File: src/rtl/dbg_step_ctrl_if.sv
// Core debug port bundle: gating/step controls and register address out, register data back.
// The controller side uses master; the CPU core (or its model) uses slave.
interface dbg_step_ctrl_if;
    logic        debug_en;
    logic        debug_step;
    logic [6:0]  debug_addr;
    logic [31:0] debug_data;

    modport master (
        output debug_en,
        output debug_step,
        output debug_addr,
        input  debug_data
    );

    modport slave (
        input  debug_en,
        input  debug_step,
        input  debug_addr,
        output debug_data
    );
endinterface

File: src/rtl/dbg_step_ctrl.sv
// Debug step sequencer: single-step, N-step run, free-run and PC breakpoint; optional step counter (DBG_STEP_CNT_EN).
// All outputs registered; each step takes 2+SETTLE_CYC+READ_LAT cycles; buttons are pulses and never stall.
module dbg_step_ctrl #(
    parameter logic [6:0]  PC_ADDR    = 7'h00,
    parameter int unsigned SETTLE_CYC = 1,
    parameter int unsigned READ_LAT   = 1
) (
    input  logic                  clk,
    input  logic                  rst,
    input  logic                  btn_step,
    input  logic                  btn_run,
    input  logic [15:0]           run_count,
    input  logic                  bp_en,
    input  logic [31:0]           bp_addr,
    input  logic [6:0]            user_addr,
    dbg_step_ctrl_if.master       dbg,
    output logic [31:0]           disp_data,
    output logic [31:0]           pc_last,
    output logic                  halted,
    output logic                  bp_hit
);

    typedef enum logic [2:0] {
        S_HALT,
        S_STEP,
        S_SETTLE,
        S_SAMPLE,
        S_FREE
    } state_t;

    localparam logic [3:0] SETTLE_LAST = 4'(SETTLE_CYC - 1);
    localparam logic [3:0] SAMPLE_LAST = 4'(READ_LAT);
    localparam logic [1:0] VLD_LAST    = 2'(READ_LAT);

    state_t      state_q,      state_d;
    logic [3:0]  cnt_q,        cnt_d;
    logic [15:0] remaining_q,  remaining_d;
    logic        abort_q,      abort_d;
    logic        debug_en_q,   debug_en_d;
    logic        debug_step_q, debug_step_d;
    logic [6:0]  debug_addr_q, debug_addr_d;
    logic [1:0]  vld_cnt_q,    vld_cnt_d;
    logic [31:0] disp_data_q,  disp_data_d;
    logic [31:0] pc_last_q,    pc_last_d;
    logic        halted_q,     halted_d;
    logic        bp_hit_q,     bp_hit_d;
`ifdef DBG_STEP_CNT_EN
    logic [31:0] step_cnt_q,   step_cnt_d;
`endif

    logic btn_any;
    assign btn_any = btn_step | btn_run;

    always_comb begin
        state_d     = state_q;
        cnt_d       = cnt_q;
        remaining_d = remaining_q;
        abort_d     = abort_q;
        pc_last_d   = pc_last_q;
        bp_hit_d    = bp_hit_q;

        case (state_q)
            S_HALT: begin
                if (btn_run) begin
                    bp_hit_d = 1'b0;
                    if (run_count != 16'd0) begin
                        state_d     = S_STEP;
                        remaining_d = run_count;
                    end else begin
                        state_d = S_FREE;
                    end
                end else if (btn_step) begin
                    bp_hit_d    = 1'b0;
                    state_d     = S_STEP;
                    remaining_d = 16'd1;
                end
            end
            S_STEP: begin
                remaining_d = remaining_q - 16'd1;
                state_d     = S_SETTLE;
                cnt_d       = 4'd0;
                if (btn_any) abort_d = 1'b1;
            end
            S_SETTLE: begin
                if (btn_any) abort_d = 1'b1;
                if (cnt_q == SETTLE_LAST) begin
                    state_d = S_SAMPLE;
                    cnt_d   = 4'd0;
                end else begin
                    cnt_d = cnt_q + 4'd1;
                end
            end
            S_SAMPLE: begin
                if (btn_any) abort_d = 1'b1;
                if (cnt_q == SAMPLE_LAST) begin
                    pc_last_d = dbg.debug_data;
                    cnt_d     = 4'd0;
                    // A button in the final probe cycle counts as an abort too.
                    if (bp_en && (dbg.debug_data == bp_addr)) begin
                        state_d  = S_HALT;
                        bp_hit_d = 1'b1;
                    end else if ((remaining_q == 16'd0) || abort_q || btn_any) begin
                        state_d = S_HALT;
                    end else begin
                        state_d = S_STEP;
                    end
                end else begin
                    cnt_d = cnt_q + 4'd1;
                end
            end
            S_FREE: begin
                if (btn_any) state_d = S_HALT;
            end
            default: state_d = S_HALT;
        endcase

        if (state_d == S_HALT) abort_d = 1'b0;

        debug_step_d = (state_d == S_STEP);
        debug_en_d   = (state_d != S_FREE);
        halted_d     = (state_d == S_HALT);
        debug_addr_d = (state_d == S_SAMPLE) ? PC_ADDR : user_addr;
    end

    // Read-valid tracking: data for the presented address is trusted once held READ_LAT+1 cycles.
    always_comb begin
        if (debug_addr_d != debug_addr_q) begin
            vld_cnt_d = 2'd0;
        end else if (vld_cnt_q == VLD_LAST) begin
            vld_cnt_d = vld_cnt_q;
        end else begin
            vld_cnt_d = vld_cnt_q + 2'd1;
        end

        disp_data_d = disp_data_q;
        if (state_q != S_SAMPLE) begin
`ifdef DBG_STEP_CNT_EN
            if (user_addr == 7'h7F) begin
                disp_data_d = step_cnt_q;
            end else if ((debug_addr_q == user_addr) && (vld_cnt_q == VLD_LAST)) begin
                disp_data_d = dbg.debug_data;
            end
`else
            if ((debug_addr_q == user_addr) && (vld_cnt_q == VLD_LAST)) begin
                disp_data_d = dbg.debug_data;
            end
`endif
        end
    end

`ifdef DBG_STEP_CNT_EN
    assign step_cnt_d = step_cnt_q + {31'd0, debug_step_q};
`endif

    always_ff @(posedge clk) begin
        if (rst) begin
            state_q      <= S_HALT;
            cnt_q        <= 4'd0;
            remaining_q  <= 16'd0;
            abort_q      <= 1'b0;
            debug_en_q   <= 1'b1;
            debug_step_q <= 1'b0;
            debug_addr_q <= 7'd0;
            vld_cnt_q    <= 2'd0;
            disp_data_q  <= 32'd0;
            pc_last_q    <= 32'd0;
            halted_q     <= 1'b1;
            bp_hit_q     <= 1'b0;
`ifdef DBG_STEP_CNT_EN
            step_cnt_q   <= 32'd0;
`endif
        end else begin
            state_q      <= state_d;
            cnt_q        <= cnt_d;
            remaining_q  <= remaining_d;
            abort_q      <= abort_d;
            debug_en_q   <= debug_en_d;
            debug_step_q <= debug_step_d;
            debug_addr_q <= debug_addr_d;
            vld_cnt_q    <= vld_cnt_d;
            disp_data_q  <= disp_data_d;
            pc_last_q    <= pc_last_d;
            halted_q     <= halted_d;
            bp_hit_q     <= bp_hit_d;
`ifdef DBG_STEP_CNT_EN
            step_cnt_q   <= step_cnt_d;
`endif
        end
    end

    assign dbg.debug_en   = debug_en_q;
    assign dbg.debug_step = debug_step_q;
    assign dbg.debug_addr = debug_addr_q;
    assign disp_data      = disp_data_q;
    assign pc_last        = pc_last_q;
    assign halted         = halted_q;
    assign bp_hit         = bp_hit_q;

endmodule

File: src/flat_wrapper.sv
// flat-port wrapper written by rule: the top's interface ports become plain ports
module dbg_step_ctrl_flat 
#(
    parameter logic [6:0]  PC_ADDR    = 7'h00,
    parameter int unsigned SETTLE_CYC = 1,
    parameter int unsigned READ_LAT   = 1
)
  (clk, rst, btn_step, btn_run, run_count, bp_en, bp_addr, user_addr, disp_data, pc_last, halted, bp_hit, dbg_debug_en, dbg_debug_step, dbg_debug_addr, dbg_debug_data);
  dbg_step_ctrl_if dbg_i ();
  input  logic clk;
  input  logic rst;
  input  logic btn_step;
  input  logic btn_run;
  input  logic [15:0] run_count;
  input  logic bp_en;
  input  logic [31:0] bp_addr;
  input  logic [6:0] user_addr;
  output logic [31:0] disp_data;
  output logic [31:0] pc_last;
  output logic halted;
  output logic bp_hit;
  output wire logic [$bits(dbg_i.debug_en)-1:0] dbg_debug_en;
  output wire logic [$bits(dbg_i.debug_step)-1:0] dbg_debug_step;
  output wire logic [$bits(dbg_i.debug_addr)-1:0] dbg_debug_addr;
  input wire logic [$bits(dbg_i.debug_data)-1:0] dbg_debug_data;
  assign dbg_debug_en = dbg_i.debug_en;
  assign dbg_debug_step = dbg_i.debug_step;
  assign dbg_debug_addr = dbg_i.debug_addr;
  assign dbg_i.debug_data = dbg_debug_data;
  dbg_step_ctrl #(.PC_ADDR(PC_ADDR), .SETTLE_CYC(SETTLE_CYC), .READ_LAT(READ_LAT)) u_core (.clk(clk), .rst(rst), .btn_step(btn_step), .btn_run(btn_run), .run_count(run_count), .bp_en(bp_en), .bp_addr(bp_addr), .user_addr(user_addr), .dbg(dbg_i), .disp_data(disp_data), .pc_last(pc_last), .halted(halted), .bp_hit(bp_hit));
endmodule
File: config.mk
export PLATFORM = sky130hd
export DESIGN_NAME = dbg_step_ctrl_flat
export DESIGN_NICKNAME = d
export VERILOG_FILES = /design/src/rtl/dbg_step_ctrl_if.sv /design/src/rtl/dbg_step_ctrl.sv /design/src/flat_wrapper.sv
export SDC_FILE = /design/constraint.sdc
export NUM_CORES = 1
export LEC_CHECK = 0
export ABC_AREA = 1
export CORE_UTILIZATION = 50
export CTS_CLUSTER_DIAMETER = 120
export DETAILED_ROUTE_END_ITERATION = 12
export GPL_TIMING_DRIVEN = 0
export PLACE_DENSITY = 0.92
export SYNTH_ARGS = -nofsm -noshare
export SYNTH_HDL_FRONTEND = slang
export SYNTH_SLANG_ARGS = --single-unit
File: constraint.sdc
create_clock -name clk -period 2.5 [get_ports clk]
set_clock_uncertainty 0.15 [all_clocks]
set_input_delay 0.25 -clock clk [delete_from_list [all_inputs] [get_ports clk]]
set_output_delay 0.25 -clock clk [all_outputs]
set_load 0.005 [all_outputs]
-- Yosys cells after proc, flatten, opt, wreduce, memory -nomap -nowiden
Index checks and enable logic that the tools add are counted.
- bits in registers: 101
- output and inout port bits: 75
- multiplexer cells: 22
- bitwise gates (word level): 1
- $add $sub $neg: 3
- equality and inequality tests: 17
- reductions and logical operators: 20
- operators with widths (cell ; number):
    $mux W16 ; 3
    $eq A32 B32 Y1 ; 1
    $pmux W16 S2 ; 1
    $mux W3 ; 7
    $logic_not A16 Y1 ; 1
    $reduce_bool A16 Y1 ; 1
    $sub A16 B1 Y16 const B ; 1
    $pmux W3 S5 ; 1
    $pmux W4 S3 ; 1
    $eq A3 B2 Y1 const B ; 3
    $mux W4 ; 2
    $eq A7 B7 Y1 ; 1
    $mux W7 ; 1
    $ne A7 B7 Y1 ; 1
    $eq A3 B1 Y1 const B ; 2
    $logic_not A3 Y1 ; 2
    $ne A3 B2 Y1 const B ; 2
    $ne A3 B3 Y1 const B ; 2
    $reduce_and A2 Y1 ; 3
    $mux W1 ; 5
    $add A4 B1 Y4 const B ; 1
    $eq A4 B1 Y1 const B ; 1
    $logic_not A4 Y1 ; 1
    $ne A2 B1 Y1 const B ; 2
    13 further kinds ; 17

-- Logic depth before layout (Yosys ltp)
- depth after elaboration: 11
- depth in mapped cells: 13

-- Worst setup path after synthesis
Ideal clock, no wire load.
- kind: flip-flop to flip-flop
- start: reg u_core.cnt_q[0]
- end: reg u_core.vld_cnt_q[0]
- required time: 2.285 ns
- library setup time: 0.065 ns
- stages on the path, launching flop included: 12
- setup slack: 0.789 ns
- arrival: 1.496 ns
- path buffers: 0
- cell sequence: dfxtp_1 inv_1 ha_1 nor3b_1 nand2_1 nand2_1 inv_2 nand2_1 xor2_1 nor3_1 nand3_1 nor2_1
- cells in the longest elaborated chain, start to end: 7
- RTL lines (what ; RTL line ; source):
    start, declared ; dbg_step_ctrl.sv:36 ; logic [3:0] cnt_q, cnt_d;
    start signal, assigned ; dbg_step_ctrl.sv:174 ; cnt_q <= cnt_d;
    $eq A4 B1 Y1 or $logic_not A4 Y1 (tied branches) ; dbg_step_ctrl.sv:95, dbg_step_ctrl.sv:86 ;
    $mux W3 (on tied branches) ; dbg_step_ctrl.sv:95, dbg_step_ctrl.sv:86 ;
    $pmux W3 S5 * ; dbg_step_ctrl.sv:62 ; case (state_q)
    $eq A3 B2 Y1 * ; dbg_step_ctrl.sv:122 ; debug_addr_d = (state_d == S_SAMPLE) ? PC_ADDR : user_addr;
    $mux W7 * ; dbg_step_ctrl.sv:122 ;
    $ne A7 B7 Y1 * ; dbg_step_ctrl.sv:127 ; if (debug_addr_d != debug_addr_q) begin
    $reduce_or A2 Y1 (no source line) * ; - ;
    end signal, assigned ; dbg_step_ctrl.sv:180 ; vld_cnt_q <= vld_cnt_d;
    end, declared ; dbg_step_ctrl.sv:42 ; logic [1:0] vld_cnt_q, vld_cnt_d;
Mark *: on every way between the ends. The rest lies on a longest branch, timed or not.
A chain may end at the register's enable or synchronous reset.

-- Final worst setup path
- start: reg u_core.cnt_q[0]
- end: reg u_core.pc_last_q[16] (netlist: u_core.pc_last[16])
- cells in the longest elaborated chain, start to end: 2
- RTL lines (what ; RTL line ; source):
    $eq A4 B1 Y1 ; dbg_step_ctrl.sv:95 ; if (cnt_q == SAMPLE_LAST) begin
    $reduce_and A2 Y1 (no source line) ; - ;
    end signal, assigned ; dbg_step_ctrl.sv:182 ; pc_last_q <= pc_last_d;
    end, declared ; dbg_step_ctrl.sv:44 ; logic [31:0] pc_last_q, pc_last_d;
No other way between the ends.

==> results.txt <==
In the synthesized netlist the dominant register cell turns out to be sky130_fd_sc_hd__dfxtp_1. Clock-pin slew was measured on the worst setup and hold paths at 0.11 ns. The area of the core came out at 9774 sq um.

Of the total synthesized cell area, the portion taken by XOR and XNOR cells is 0.04323. The tool flagged a number of max-cap violations equal to 0. The fraction of synthesized cell area taken by the top area cell type came out at 0.3992. The number of buffers added by the clock tree synthesis step is 9. The largest vdd supply drop came out at 0.2765 mV. In the routed layout, each cell is associated on average with a via count of 5.204. The dominant cell by count in the synthesized netlist is sky130_fd_sc_hd__nand2_1. The post-synthesis compound-gate area fraction came out at 0.2196. The post-synthesis to final-layout area growth is 39.65%. For the worst flop-to-flop path, the logic depth is 6.

The kind of end point of the critical path is a register. The floorplan die area is 10540 sq um. The synthesized net count came out at 805. The worst hold path begins at user_addr[4]. A synthesized cell averages 7.164 sq um. The number of standard-cell rows in the floorplan is 36. The total length of routed wires is 14950 microns.

The overall routing resource usage came out at 0.2989. The summed negative setup slack over all endpoints is 0 ns. The fraction of registers with async set or reset after synthesis is 0. The placed cell count is 1006. The insertion delay to the later sink of the worst-skew pair is 0.37 ns. Summing every instance area after synthesis gives 5065 sq um. The final weighted congestion of routability-driven global placement came out at 0.9416. The largest total area in the synthesized netlist belongs to sky130_fd_sc_hd__dfxtp_1.

The pin count of the biggest net entering global routing is 19. The endpoint identified for the worst register-to-register timing path is u_core.pc_last[16]. The number of hold buffers added after CTS is 0.

The number of buffer cells added on primary ports is 166. The share of post-route cells with drive strength above 1 came out at 0.08886. The time the final worst path needs with I/O delays and setup is 2.056 ns. The number of register bits inferred by synthesis came out at 101.

The data required time of the critical path is 2.65 ns. The final clock period utilization by the worst path came out at 0.8225. The slew at the pin closest to its max-slew limit came out at 0.5958 ns. The H-tree depth reported by CTS is 3. The gate count after technology mapping is 707. The remaining global-route overflow is 0. The post-layout net count came out at 982. The startpoint identified for the worst register-to-register timing path is u_core.cnt_q[0]. The flow ran to the end, and the final reports show no timing, DRC or antenna violations.

The final number of setup-violating endpoints is 0. The number of max-slew violations in the final report is 0. The antenna diode count came out at 0. The highest attainable clock frequency came out at 486.3 MHz.

The residual antenna-violating net count after detailed routing came out at 0. Along the worst path, the maximum fanout reaches 10. The number of optimization iterations in the first detailed-route pass came out at 5.

After synthesis, the netlist uses 41 different library cells. Of the total synthesized cell area, the portion taken by full adders, half adders and majority gates is 0.01482. The vias after detailed routing is 5318. The number of top-level pins is 167. For this design the static power due to leakage is 2.993 nW. For hold timing, the worst endpoint is u_core.dbg.debug_addr[4]. The post-layout instance count excluding filler cells is 1022. The synthesized-area fraction occupied by and/or/nand/nor cells is 0.2149. The count of clock tree sinks came out at 101. The multiplexer share of the synthesized area is 0. The normalized max-slew margin is 0.6028. The synthesized design contains 0 enable-type register cells. The wire length per cell came out at 14.63 microns. By area the synthesized netlist is led by sky130_fd_sc_hd__dfxtp_1 40%, sky130_fd_sc_hd__nand2_1 8.8%, sky130_fd_sc_hd__inv_1 7.3%, sky130_fd_sc_hd__a21oi_1 6.0%, sky130_fd_sc_hd__o21ai_0 5.8%.

Setup repair after global routing left no endpoint under its margin. Timing analysis after detailed placement gives a worst setup slack of 0.1913 ns. After synthesis, the largest family of logic cells by area is compound AO/OA/AOI/OAI gates. The HPWL after detailed placement is 11410 microns. The die height is 102.6 microns. The starting density of the core came out at 0.5182. Counting instances, the worst hold path has a depth of 3.

The post-CTS setup-driven buffer insertion count is 0. The minimum setup slack among reg-to-reg paths came out at 0.44 ns. In this run the clock root is driven by a sky130_fd_sc_hd__clkbuf_8. At the worst endpoint, the arrival time is 2.20 ns.

The first-pass GRT wire length is 24250 microns. The share of the yosys chip area belonging to registers came out at 0.3992. TritonCTS built the clock tree. The worst hold-check slack came out at 0.3158 ns. The number of warnings reported in the yosys synthesis log is 0. The number of antenna violations at the first check in global routing is 0. The die is 102.6 microns wide.

The critical path is of the register to register type. Once routing completed, OpenROAD measured the worst setup slack at 0.4437 ns. Counting instances in the post-synthesis netlist gives the leading cell types as 119 x sky130_fd_sc_hd__nand2_1, 101 x sky130_fd_sc_hd__dfxtp_1, 98 x sky130_fd_sc_hd__inv_1.

The total of cells resized after clock tree synthesis is 0. The count of routing violations after the opening detailed-route iteration came out at 222. The startpoint type of the worst setup path is a register.

The largest buffer count on any clock path is 2. The number of remaining DRC errors came out at 0. The power per standard cell area is 591.3 nW/um^2. The number of global-route vias before repair came out at 5231.

The type of the tightest min-delay check is primary input to register. The total count of hold-check failures in the final report is 0.
[layer usage]
metal | routed length [microns] | up-vias | share of wire | GRT usage
met5 | 0 | - | 0 | 0
met4 | 480 | 0 | 0.032 | 0.1440
met3 | 961 | 36 | 0.064 | 0.06034
met2 | 7119 | 198 | 0.48 | 0.5092
met1 | 6392 | 2446 | 0.43 | 0.3599
li1 | - | 2638 | - | -
[layout by cell type (no fill, tap or decap), types with 12 or more instances in the layout]
cell type and instances:
sky130_fd_sc_hd__a21oi_1 61, sky130_fd_sc_hd__a21oi_2 30, sky130_fd_sc_hd__clkbuf_1 15, sky130_fd_sc_hd__clkdlybuf4s50_1 166, sky130_fd_sc_hd__dfxtp_1 101, sky130_fd_sc_hd__inv_1 98, sky130_fd_sc_hd__nand2_1 119, sky130_fd_sc_hd__nand3_1 21
sky130_fd_sc_hd__nor2_1 75, sky130_fd_sc_hd__o21ai_0 59, sky130_fd_sc_hd__o21ai_1 28, sky130_fd_sc_hd__xnor2_1 13, sky130_fd_sc_hd__xor2_1 12
[registers in the layout, indices dropped and copies added, names as in the netlist]
register / count
u_core.remaining_q: 16
u_core.state_q: 3
u_core.bp_hit: 1
u_core.disp_data: 32
u_core.halted: 1
u_core.abort_q: 1
u_core.pc_last: 32
u_core.dbg.debug_step: 1
u_core.cnt_q: 4
u_core.dbg.debug_addr: 7
u_core.dbg.debug_en: 1
u_core.vld_cnt_q: 2
[worst max path at each step]
stage                                from                      to  cells after the start
after global routing      u_core.cnt_q[0]     u_core.vld_cnt_q[0]                     12
final                     u_core.cnt_q[0]      u_core.pc_last[16]                      6
after detailed placement     run_count[3]   u_core.remaining_q[7]                      9
after global placement       run_count[3]  u_core.remaining_q[11]                      9
after floorplan           u_core.cnt_q[0]     u_core.vld_cnt_q[0]                     11
after CTS                 u_core.cnt_q[0]      u_core.pc_last[16]                      6
[layout make-up]
type,instances,area [sq um]
multi-input combinational,476,2495
tap,133,166.4
sequential,101,2022
clock buffer,9,123.9
inverter,103,387.9
clock inverter,7,56.30
fill,789,2701
timing repair buffer,166,1662
buffer,27,160.2
[logic make-up after synthesis]
logic type | after synthesis
fa+ha+maj | 6
xor+xnor | 25
buf+inv | 130
compound gates | 193
simple gates | 252
flops | 101
[worst max-delay path, cell delays in order, from the launching register on]
cell                       delay [ns]
sky130_fd_sc_hd__dfxtp_1         0.46
sky130_fd_sc_hd__ha_1            0.21
sky130_fd_sc_hd__nand3_1         0.16
sky130_fd_sc_hd__nor2_4          0.26
sky130_fd_sc_hd__clkbuf_1        0.35
sky130_fd_sc_hd__o21ai_0         0.20
sky130_fd_sc_hd__a21oi_1         0.20
[power breakdown]
part           internal [mW]  total (mW)  leakage [nW]  switching [mW]
combinational          0.568        1.36          2.08           0.791
sequential              1.74        1.84         0.820           0.101
clock                  0.377       0.985        0.0959           0.608
[metrics by stage]
stage	util	cell area (sq um)	power [mW]
after floorplan	-	5065	2.733
after global placement	0.7052	6893	3.173
after detailed placement	0.7052	6893	3.208
after CTS	0.7236	7073	4.173
after global routing	0.7236	7073	4.450
final	0.7236	7073	4.182
Note: power is estimated with default switching activity, not from simulation.
